$ cat src/rtl/cic_rate_ctrl.sv
// cic_rate_ctrl
//   Run-time decimation-ratio controller for a CIC decimator. Accepts a
//   requested ratio on an AXI-stream style config port, validates it, waits
//   for the next decimation-frame boundary of the input sample stream, loads
//   the new ratio into the filter with a one-cycle strobe, then suppresses
//   the first FLUSH_OUT filter outputs while the integrator/comb pipeline
//   settles. Reset behaves like a rate change to CIC_R_MAX, so it also flushes.
//
// Ports
//   clk, reset_n         : clock (rising edge), async active-low reset
//   s_axis_cfg_t*        : requested ratio (tdata), valid, ready
//   cic_in_tvalid        : copy of the filter input sample strobe
//   cic_out_tvalid       : filter output valid
//   m_axis_rate_t*       : rate word and one-cycle load strobe to the filter
//   out_tvalid_gated     : cic_out_tvalid masked while flushing
//   current_rate         : ratio currently applied
//   busy                 : controller is not idle
//   cfg_error            : one-cycle pulse when a request is rejected
module cic_rate_ctrl #(
  parameter int unsigned RATE_DW   = 32,
  parameter int unsigned CIC_R_MAX = 10,
  parameter int unsigned FLUSH_OUT = 7
) (
  input  logic               clk,
  input  logic               reset_n,
  input  logic [RATE_DW-1:0] s_axis_cfg_tdata,
  input  logic               s_axis_cfg_tvalid,
  output logic               s_axis_cfg_tready,
  input  logic               cic_in_tvalid,
  input  logic               cic_out_tvalid,
  output logic [RATE_DW-1:0] m_axis_rate_tdata,
  output logic               m_axis_rate_tvalid,
  output logic               out_tvalid_gated,
  output logic [RATE_DW-1:0] current_rate,
  output logic               busy,
  output logic               cfg_error
);

  localparam int unsigned FCW = (FLUSH_OUT == 0) ? 1 : $clog2(FLUSH_OUT + 1);
  localparam logic [RATE_DW-1:0] R_MAX = RATE_DW'(CIC_R_MAX);
  localparam logic [RATE_DW-1:0] ONE   = RATE_DW'(1);
  localparam logic [FCW-1:0]     F_MAX = FCW'(FLUSH_OUT);

  typedef enum logic [1:0] {
    IDLE,
    WAIT_BND,
    APPLY,
    FLUSH
  } state_t;

  state_t             state;
  logic [RATE_DW-1:0] pending;
  logic [RATE_DW-1:0] phase;
  logic [FCW-1:0]     flush_cnt;

  logic cfg_hs;
  logic cfg_ok;
  logic at_bnd;

  assign cfg_hs = s_axis_cfg_tvalid && s_axis_cfg_tready;
  assign cfg_ok = (s_axis_cfg_tdata != '0) && (s_axis_cfg_tdata <= R_MAX);
  // Last sample of the current decimation frame.
  assign at_bnd = (phase == (current_rate - ONE));

  // All outputs decode directly from registered state.
  assign s_axis_cfg_tready  = (state == IDLE);
  assign busy               = (state != IDLE);
  assign m_axis_rate_tvalid = (state == APPLY);
  assign m_axis_rate_tdata  = (state == APPLY) ? pending : current_rate;
  assign out_tvalid_gated   = cic_out_tvalid && (state != FLUSH);

  always_ff @(posedge clk or negedge reset_n) begin
    if (!reset_n) begin
      state        <= FLUSH;
      pending      <= '0;
      phase        <= '0;
      current_rate <= R_MAX;
      flush_cnt    <= '0;
      cfg_error    <= 1'b0;
    end else begin
      cfg_error <= 1'b0;

      // Frame phase tracks the input stream; APPLY restarts the frame, and a
      // sample arriving in that very cycle is the first of the new frame
      // (unless the new ratio is 1, where every sample closes a frame).
      if (state == APPLY) begin
        phase <= (cic_in_tvalid && (pending != ONE)) ? ONE : '0;
      end else if (cic_in_tvalid) begin
        phase <= at_bnd ? '0 : (phase + ONE);
      end

      case (state)
        IDLE: begin
          if (cfg_hs) begin
            if (cfg_ok) begin
              pending <= s_axis_cfg_tdata;
              state   <= WAIT_BND;
            end else begin
              cfg_error <= 1'b1;
            end
          end
        end
        WAIT_BND: begin
          if (cic_in_tvalid && at_bnd) begin
            state <= APPLY;
          end
        end
        APPLY: begin
          current_rate <= pending;
          flush_cnt    <= '0;
          state        <= FLUSH;
        end
        FLUSH: begin
          if (F_MAX == '0) begin
            state <= IDLE;
          end else if (cic_out_tvalid) begin
            if (flush_cnt != F_MAX) begin
              flush_cnt <= flush_cnt + FCW'(1);
            end
            if (flush_cnt == (F_MAX - FCW'(1))) begin
              state <= IDLE;
            end
          end
        end
        default: state <= FLUSH;
      endcase
    end
  end

endmodule
$ cat config.mk
export PLATFORM = sky130hd
export DESIGN_NAME = cic_rate_ctrl
export DESIGN_NICKNAME = d
export VERILOG_FILES = /design/src/rtl/cic_rate_ctrl.sv
export SDC_FILE = /design/constraint.sdc
export NUM_CORES = 1
export LEC_CHECK = 0
export ABC_AREA = 1
export CAP_MARGIN = 20
export CORE_UTILIZATION = 55
export DETAILED_ROUTE_END_ITERATION = 7
export PLACE_DENSITY = 0.82
export SYNTH_ARGS = -nofsm -noshare
export SYNTH_HDL_FRONTEND = slang
export SYNTH_SLANG_ARGS = --single-unit
export TNS_END_PERCENT = 20
$ cat constraint.sdc
create_clock -name clk -period 3.05 [get_ports clk]
set_clock_uncertainty 0.1 [all_clocks]
set_input_delay 0.305 -clock clk [delete_from_list [all_inputs] [get_ports clk]]
set_output_delay 0.305 -clock clk [all_outputs]
set_load 0.1 [all_outputs]
==> impl_results.rst, run 1 <==
.. list-table::
   :header-rows: 1

   * - Metric
     - Value
   * - Via total after detailed routing
     - 6,153
   * - Combinational family with the most area after synthesis
     - simple AND/OR/NAND/NOR gates
   * - Number of nets in the finished design
     - 1,051
   * - Clock net sink count
     - 102
   * - Critical Path Source Type
     - register
   * - Die width
     - 111.0 um
   * - Number of storage elements in the synthesis netlist
     - 102
   * - Post-route worst hold slack
     - 0.3955 ns
   * - Routed length per instance
     - 15.44 um
   * - Least-Margin Pin Slew
     - 0.6494 ns
   * - Crit path required time
     - 2.64 ns
   * - Number of hold violations in the final report
     - 0
   * - Share of the clock period used by the worst path
     - 0.9062
   * - Weighted congestion at the end of routability-driven global placement
     - 0.9779
   * - Area enclosed by the die boundary
     - 12,320 um2
   * - Number of standard cells in the final layout excluding fillers
     - 1,153
   * - Max-cap viol count
     - 0
   * - Wire length of the first global-routing pass
     - 29,810 um
   * - Layout-stage area growth over the synthesis result
     - 21.16%
   * - Most frequent cells in the layout
     - 235 x sky130_fd_sc_hd__nand2_1, 131 x sky130_fd_sc_hd__inv_1, 122 x sky130_fd_sc_hd__nor2_1, 98 x sky130_fd_sc_hd__dfrtp_1, 73 x sky130_fd_sc_hd__buf_4
   * - Maximum fanout encountered on the critical timing path
     - 40
   * - Compound-Gate Fraction of Synth Area
     - 0.08809
   * - Cell type contributing the most total cell area after synthesis
     - sky130_fd_sc_hd__dfrtp_1
   * - Type of destination of the critical path
     - primary output
   * - Clock buffer depth
     - 2
   * - Starting DRT DRC Count
     - 491
   * - Area share of the largest cell type after synthesis
     - 0.3753
   * - Remaining DRCs
     - 0
   * - Ratio of total power to cell area
     - 410.4 nW/um2
   * - Area share of xor/xnor cells in the synthesized design
     - 0.07641
   * - Syn avg cell area
     - 7.260 um2
   * - Starting density of the core
     - 0.5674
   * - Adder-Cell Fraction of Synth Area
     - 0.01723
   * - Fraction of layout instances using a drive strength above 1
     - 0.1396
   * - Chain of cells forming the critical path
     - ha_2 -> buf_12 -> nand2_1 -> o21ai_1 -> buf_4
   * - Min Tclk post-route
     - 2.764 ns
   * - Run status
     - complete, no violations
   * - # diodes
     - 0
   * - Arrival time at the worst endpoint
     - 2.36 ns
   * - Gate count after technology mapping
     - 900
   * - Basic-gate share of the synthesized area counting and, or, nand and nor cells
     - 0.3345
   * - Placed Instances
     - 1,136
   * - Worst Path Class, Setup
     - register to primary output
   * - Slew headroom
     - 0.5670
   * - H-Tree Depth
     - 3
   * - Overall overflow remaining after global route
     - 0
   * - Count of final setup violators
     - 0
   * - Clock buffers created by TritonCTS
     - 9
   * - Max Clk Rate
     - 361.8 MHz
   * - Number of warnings printed during yosys synthesis
     - 0
   * - Total routing usage reported by global routing
     - 0.3084
   * - Count of different cell masters after synthesis
     - 41
   * - Placeable core area
     - 11,520 um2
   * - Die H
     - 111.0 um
   * - Top area cells in the synthesized netlist
     - sky130_fd_sc_hd__dfrtp_1 38%, sky130_fd_sc_hd__nand2_1 14%, sky130_fd_sc_hd__inv_1 7.5%, sky130_fd_sc_hd__nor2_1 7.0%, sky130_fd_sc_hd__xor2_1 6.4%
   * - Critical-path top delay cell
     - sky130_fd_sc_hd__dfstp_2
   * - Antenna Nets Post-Route
     - 0
   * - Clk slew on worst S/H paths
     - 0.07 ns
   * - Clk_lat worst skew
     - 0.36 ns
   * - Critical Path Max Stage Delay
     - 0.57 ns
   * - Root buf cell
     - sky130_fd_sc_hd__clkbuf_16
   * - Final number of max-transition violations
     - 0
   * - Syn nets
     - 946
   * - Post-synthesis mux area share
     - 0
   * - Commonest non-fill, non-tap cell in the layout
     - sky130_fd_sc_hd__nand2_1
   * - Largest voltage drop on the vdd net
     - 0.4676 mV
   * - Cell type group with the largest total delay on the critical path
     - buffers and inverters
   * - Number of setup buffers added after CTS
     - 0
   * - CTS tree
     - built
   * - Seq/Total Area, Yosys
     - 0.3914
   * - Leakage dissipation
     - 4.163 nW
   * - Mapped Area
     - 6534 um2
   * - Number of antenna violations at the first check in global routing
     - 0
   * - Count of buffering cells on the critical path with inverters included
     - 2
   * - Unrepaired setup endpoints after global routing
     - no
   * - Final standard cell utilization of the core
     - 0.6874
   * - Number of rows in the core area
     - 39
   * - DP HPWL
     - 13,670 um
   * - Boundary pin count
     - 106
   * - Via count of the first global-routing pass
     - 6,124
   * - Number of buffer cells added on primary ports
     - 105
   * - Detail-routed via count per cell
     - 5.337
   * - Largest net degree at the start of global routing
     - 56
   * - Total wire length
     - 17,800 um
   * - Worst Hold Class
     - register to register
   * - Initial DRT Pass Iterations
     - 5
-- cell type report --
type                       count  area (um2)
clock inverter                 7       88.84
clock buffer                   9       225.2
multi-input combinational    644        3387
inverter                     136       510.5
timing repair buffer         112       968.4
tap                          143       178.9
sequential                   102        2557
fill                         964        3600
-- stage by stage --
step	area [um2]	worst slack [ns]	power, mW	setup TNS [ns]
floorplan	6545	-0.4322	1.856	-23.58
global placement	7592	0.5304	2.022	0
detailed placement	7592	0.4768	2.029	0
CTS	7916	0.3024	3.261	0
global route	7916	0.1752	3.383	0
finish	7916	0.2860	3.249	0
-- cell usage after synthesis (all sizes together) --
cell	number
nor3	20
inv	136
nor2	135
o21ai	63
ha	9
a21oi	4
xor2	48
o22ai	19
a31oi	1
xnor2	9
clkbuf	9
nand2	243
o21bai	5
nor3b	2
nor4	11
dfrtp	98
buf	9
dfstp	4
and2	1
a41oi	1
nand3b	14
nand4	20
nand3	38
and3	1
-- layer usage --
metal	GRT usage	vias up	routed length (um)
met5	0	-	0
met1	0.4059	2853	7631
met3	0.05686	33	1374
met4	0.1032	0	395
met2	0.5119	213	8399
li1	-	3054	-
-- worst paths after layout --
check | startpoint | end | slack (ns) | cells past startpoint
max | state[1]$_DFFE_PN1P_ | m_axis_rate_tdata[17] | 0.29 | 5
min | state[0]$_DFFE_PN1P_ | state[0]$_DFFE_PN1P_ | 0.40 | 2
max reg2reg | current_rate[0]$_DFF_PN0_ | phase[17]$_DFFE_PN0P_ | 0.43 | 15
min reg2reg | state[0]$_DFFE_PN1P_ | state[0]$_DFFE_PN1P_ | 0.40 | 2
max in group asynchronous | reset_n | state[1]$_DFFE_PN1P_ | 1.68 | 3
min in group asynchronous | reset_n | current_rate[0]$_DFF_PN0_ | 0.41 | 2
-- state kept, by name, summed over array words and instances, names as in the netlist --
name	flops
flush_cnt	3
state	2
pending	32
cfg_error	1
current_rate	32
phase	32
-- timing repair --
item                      CTS  global route
hold buffers                1             0
resized for setup           0             0
hold endpoints to repair   46             0
-- power by group --
part	internal, mW	leakage [nW]	switching [mW]
Combinational	0.204	2.78	0.281
Clock	0.659	0.152	0.577
Sequential	1.42	1.23	0.113
-- worst register-to-register path, stage by stage, from the launching register on --
cell and delay, ns:
sky130_fd_sc_hd__dfrtp_1 0.43, sky130_fd_sc_hd__inv_2 0.12, sky130_fd_sc_hd__ha_1 0.25, sky130_fd_sc_hd__nand2_2 0.15, sky130_fd_sc_hd__nor2_8 0.18, sky130_fd_sc_hd__nand2_4 0.11, sky130_fd_sc_hd__nor2_4 0.15, sky130_fd_sc_hd__nor2_1 0.06
sky130_fd_sc_hd__nor2_1 0.09, sky130_fd_sc_hd__nand2_1 0.06, sky130_fd_sc_hd__nor2_1 0.08, sky130_fd_sc_hd__nand2_1 0.07, sky130_fd_sc_hd__nor2_2 0.11, sky130_fd_sc_hd__nand2_2 0.10, sky130_fd_sc_hd__nand2_4 0.26, sky130_fd_sc_hd__o21ai_0 0.16
-- logic make-up after synthesis --
| group | Yosys count |
|---|---|
| adders and majority gates | 9 |
| xor gates and xnor gates | 57 |
| DFF | 102 |
| and+or+nand+nor | 485 |
| buffers and inverters | 154 |
| AOI/OAI and AO/OA | 93 |
No activity file was read; power rests on OpenSTA's default activity.
==> run 2: changes to the inputs <==
Settings changed: CTS_BUF_LIST set to sky130_fd_sc_hd__clkbuf_8.
==> run 2 against run 1 <==
Against the previous run: wire length decreased by 1.1%; sequential share of layout area increased by 0.42 points; non-clock buffer count unchanged; critical endpoint unchanged; via count decreased by 0.55%; first-iteration DRC count decreased by 5.3%; clock-buffer cell count unchanged; highest routed layer unchanged; worst setup slack got worse by 0.012 ns; register-to-register slack about the same.
==> impl_results.rst, run 2 (synthesis gave the netlist of run 1 again) <==
.. list-table::
   :header-rows: 1

   * - Metric
     - Value
   * - Boundary pin count
     - 106
   * - Fraction of layout instances using a drive strength above 1
     - 0.1396
   * - Remaining DRCs
     - 0
   * - Slew headroom
     - 0.5701
   * - Layout-stage area growth over the synthesis result
     - 19.61%
   * - Max Clk Rate
     - 360.2 MHz
   * - Met3 wire length
     - 1066 um
   * - Max-cap viol count
     - 0
   * - Min Tclk post-route
     - 2.776 ns
   * - Die H
     - 111.0 um
   * - Post-route worst hold slack
     - 0.3567 ns
   * - H-Tree Depth
     - 3
   * - Crit path required time
     - 2.64 ns
   * - Number of buffer cells added on primary ports
     - 105
   * - Placeable core area
     - 11,520 um2
   * - Leakage dissipation
     - 4.117 nW
   * - Clock buffer depth
     - 2
   * - Met2 Routed Length
     - 8236 um
   * - Least-Margin Pin Slew
     - 0.6449 ns
   * - Arrival time at the worst endpoint
     - 2.37 ns
   * - Largest net degree at the start of global routing
     - 56
   * - CTS tree
     - built
   * - Detail-routed via count per cell
     - 5.307
   * - Starting density of the core
     - 0.5674
   * - Maximum fanout encountered on the critical timing path
     - 40
   * - Number of antenna violations at the first check in global routing
     - 0
   * - Clock buffers created by TritonCTS
     - 9
   * - Total routing usage reported by global routing
     - 0.3045
   * - Initial DRT Pass Iterations
     - 5
   * - Via count of the first global-routing pass
     - 6,059
   * - Highest routed layer
     - met4
   * - Weighted congestion at the end of routability-driven global placement
     - 0.9779
   * - Antenna Nets Post-Route
     - 0
   * - DP HPWL
     - 13,670 um
   * - Type of destination of the critical path
     - primary output
   * - Wire length of the first global-routing pass
     - 29,420 um
   * - Biggest registers after layout
     - current_rate (32), pending (32), phase (32)
   * - Die width
     - 111.0 um
   * - Worst setup path start
     - state[1]$_DFFE_PN1P_
   * - Critical Path Source Type
     - register
   * - Count of final setup violators
     - 0
   * - Number of rows in the core area
     - 39
   * - FF-to-FF setup slack
     - 0.44 ns
   * - Clk slew on worst S/H paths
     - 0.11 ns
   * - Worst Path Class, Setup
     - register to primary output
   * - WL met1
     - 7913 um
   * - Share of the clock period used by the worst path
     - 0.9103
   * - Total wire length
     - 17,610 um
   * - Unrepaired setup endpoints after global routing
     - no
   * - Commonest non-fill, non-tap cell in the layout
     - sky130_fd_sc_hd__nand2_1
   * - Routed length per instance
     - 15.27 um
   * - Most frequent cells in the layout
     - 235 x sky130_fd_sc_hd__nand2_1, 131 x sky130_fd_sc_hd__inv_1, 122 x sky130_fd_sc_hd__nor2_1, 98 x sky130_fd_sc_hd__dfrtp_1, 73 x sky130_fd_sc_hd__buf_4
   * - Ratio of total power to cell area
     - 378.3 nW/um2
   * - Largest voltage drop on the vdd net
     - 0.3087 mV
   * - Root buf cell
     - sky130_fd_sc_hd__clkbuf_8
   * - Total power draw
     - 2.956 mW
   * - Worst r2r dst
     - phase[5]$_DFFE_PN0P_
   * - Critical register-to-register path startpoint
     - current_rate[1]$_DFF_PN1_
   * - Number of hold violations in the final report
     - 0
   * - Final number of max-transition violations
     - 0
   * - Number of fill cells in the layout
     - 981
   * - Area enclosed by the die boundary
     - 12,320 um2
   * - Via total after detailed routing
     - 6,119
   * - R2R depth
     - 17
   * - Run status
     - complete, no violations
   * - Number of nets in the finished design
     - 1,051
   * - # diodes
     - 0
   * - Worst Hold Class
     - input port to async pin
   * - Clk_lat worst skew
     - 0.40 ns
   * - Clock net sink count
     - 102
   * - Overall overflow remaining after global route
     - 0
   * - Starting DRT DRC Count
     - 465
-- run 2: changes by cell type in the layout (fill, tap and decap cells not counted) --
| cell | before | now |
|---|---|---|
| sky130_fd_sc_hd__clkbuf_16 | 9 | 0 |
| sky130_fd_sc_hd__clkbuf_8 | 0 | 9 |
-- run 2: layout make-up --
cell class | count | area, um2 | area share
clock buffers | 9 | 123.9 | 0.01585
clock inverters | 7 | 88.84 | 0.01137
inverters | 136 | 510.5 | 0.06532
multi-input cells | 644 | 3387 | 0.4334
flip-flops and latches | 102 | 2557 | 0.3272
well taps | 143 | 178.9 | 0.02289
repair buffers | 112 | 968.4 | 0.1239
-- run 2: worst max path at each step --
stage | depth (start not counted) | slack (ns) | to
detailed placement | 17 | 0.48 | phase[17]$_DFFE_PN0P_
floorplan | 5 | -0.43 | m_axis_rate_tdata[11]
global route | 5 | 0.15 | m_axis_rate_tdata[30]
global placement | 9 | 0.53 | pending[0]$_DFFE_PN0P_
CTS | 5 | 0.27 | m_axis_rate_tdata[17]
finish | 5 | 0.27 | m_axis_rate_tdata[17]
-- run 2: worst max-delay path, stage by stage (launching register included) --
cell	delay (ns)
sky130_fd_sc_hd__dfstp_2	0.57
sky130_fd_sc_hd__ha_2	0.54
sky130_fd_sc_hd__buf_12	0.27
sky130_fd_sc_hd__nand2_1	0.08
sky130_fd_sc_hd__o21ai_1	0.16
sky130_fd_sc_hd__buf_4	0.35
-- run 2: through the flow --
step / util / std cells / area, um2 / TNS, ns / setup slack, ns
floorplan: - / 900 / 6545 / -23.58 / -0.4322
finish: 0.6786 / 1153 / 7815 / 0 / 0.2736
detailed placement: 0.6593 / 1136 / 7592 / 0 / 0.4768
CTS: 0.6786 / 1153 / 7815 / 0 / 0.2746
global placement: 0.6593 / 1136 / 7592 / 0 / 0.5304
global route: 0.6786 / 1153 / 7815 / 0 / 0.1499
-- run 2: power breakdown --
| group | switching (mW) | internal, mW |
|---|---|---|
| Sequential | 0.113 | 1.41 |
| Clock | 0.542 | 0.401 |
| Combinational | 0.281 | 0.204 |
| Total | 0.936 | 2.02 |
-- run 2: timing repair --
action | CTS | global route
hold buffers | 1 | 0
setup buffers | 0 | 0
gates resized for setup | 0 | 0
endpoints found under the hold margin | 46 | 0
-- run 2: metal layers --
metal / GRT usage / vias to the layer above
met4: 0.1132 / 0
met2: 0.4952 / 179
met1: 0.4017 / 2861
met3: 0.06178 / 30
met5: 0 / -
li1: - / 3049
==> run 3: changes to the inputs <==
Settings changed: SLEW_MARGIN set to 20.
==> results of run 3 <==
No change in the layout: final DEF, timing and power equal those of run 2.
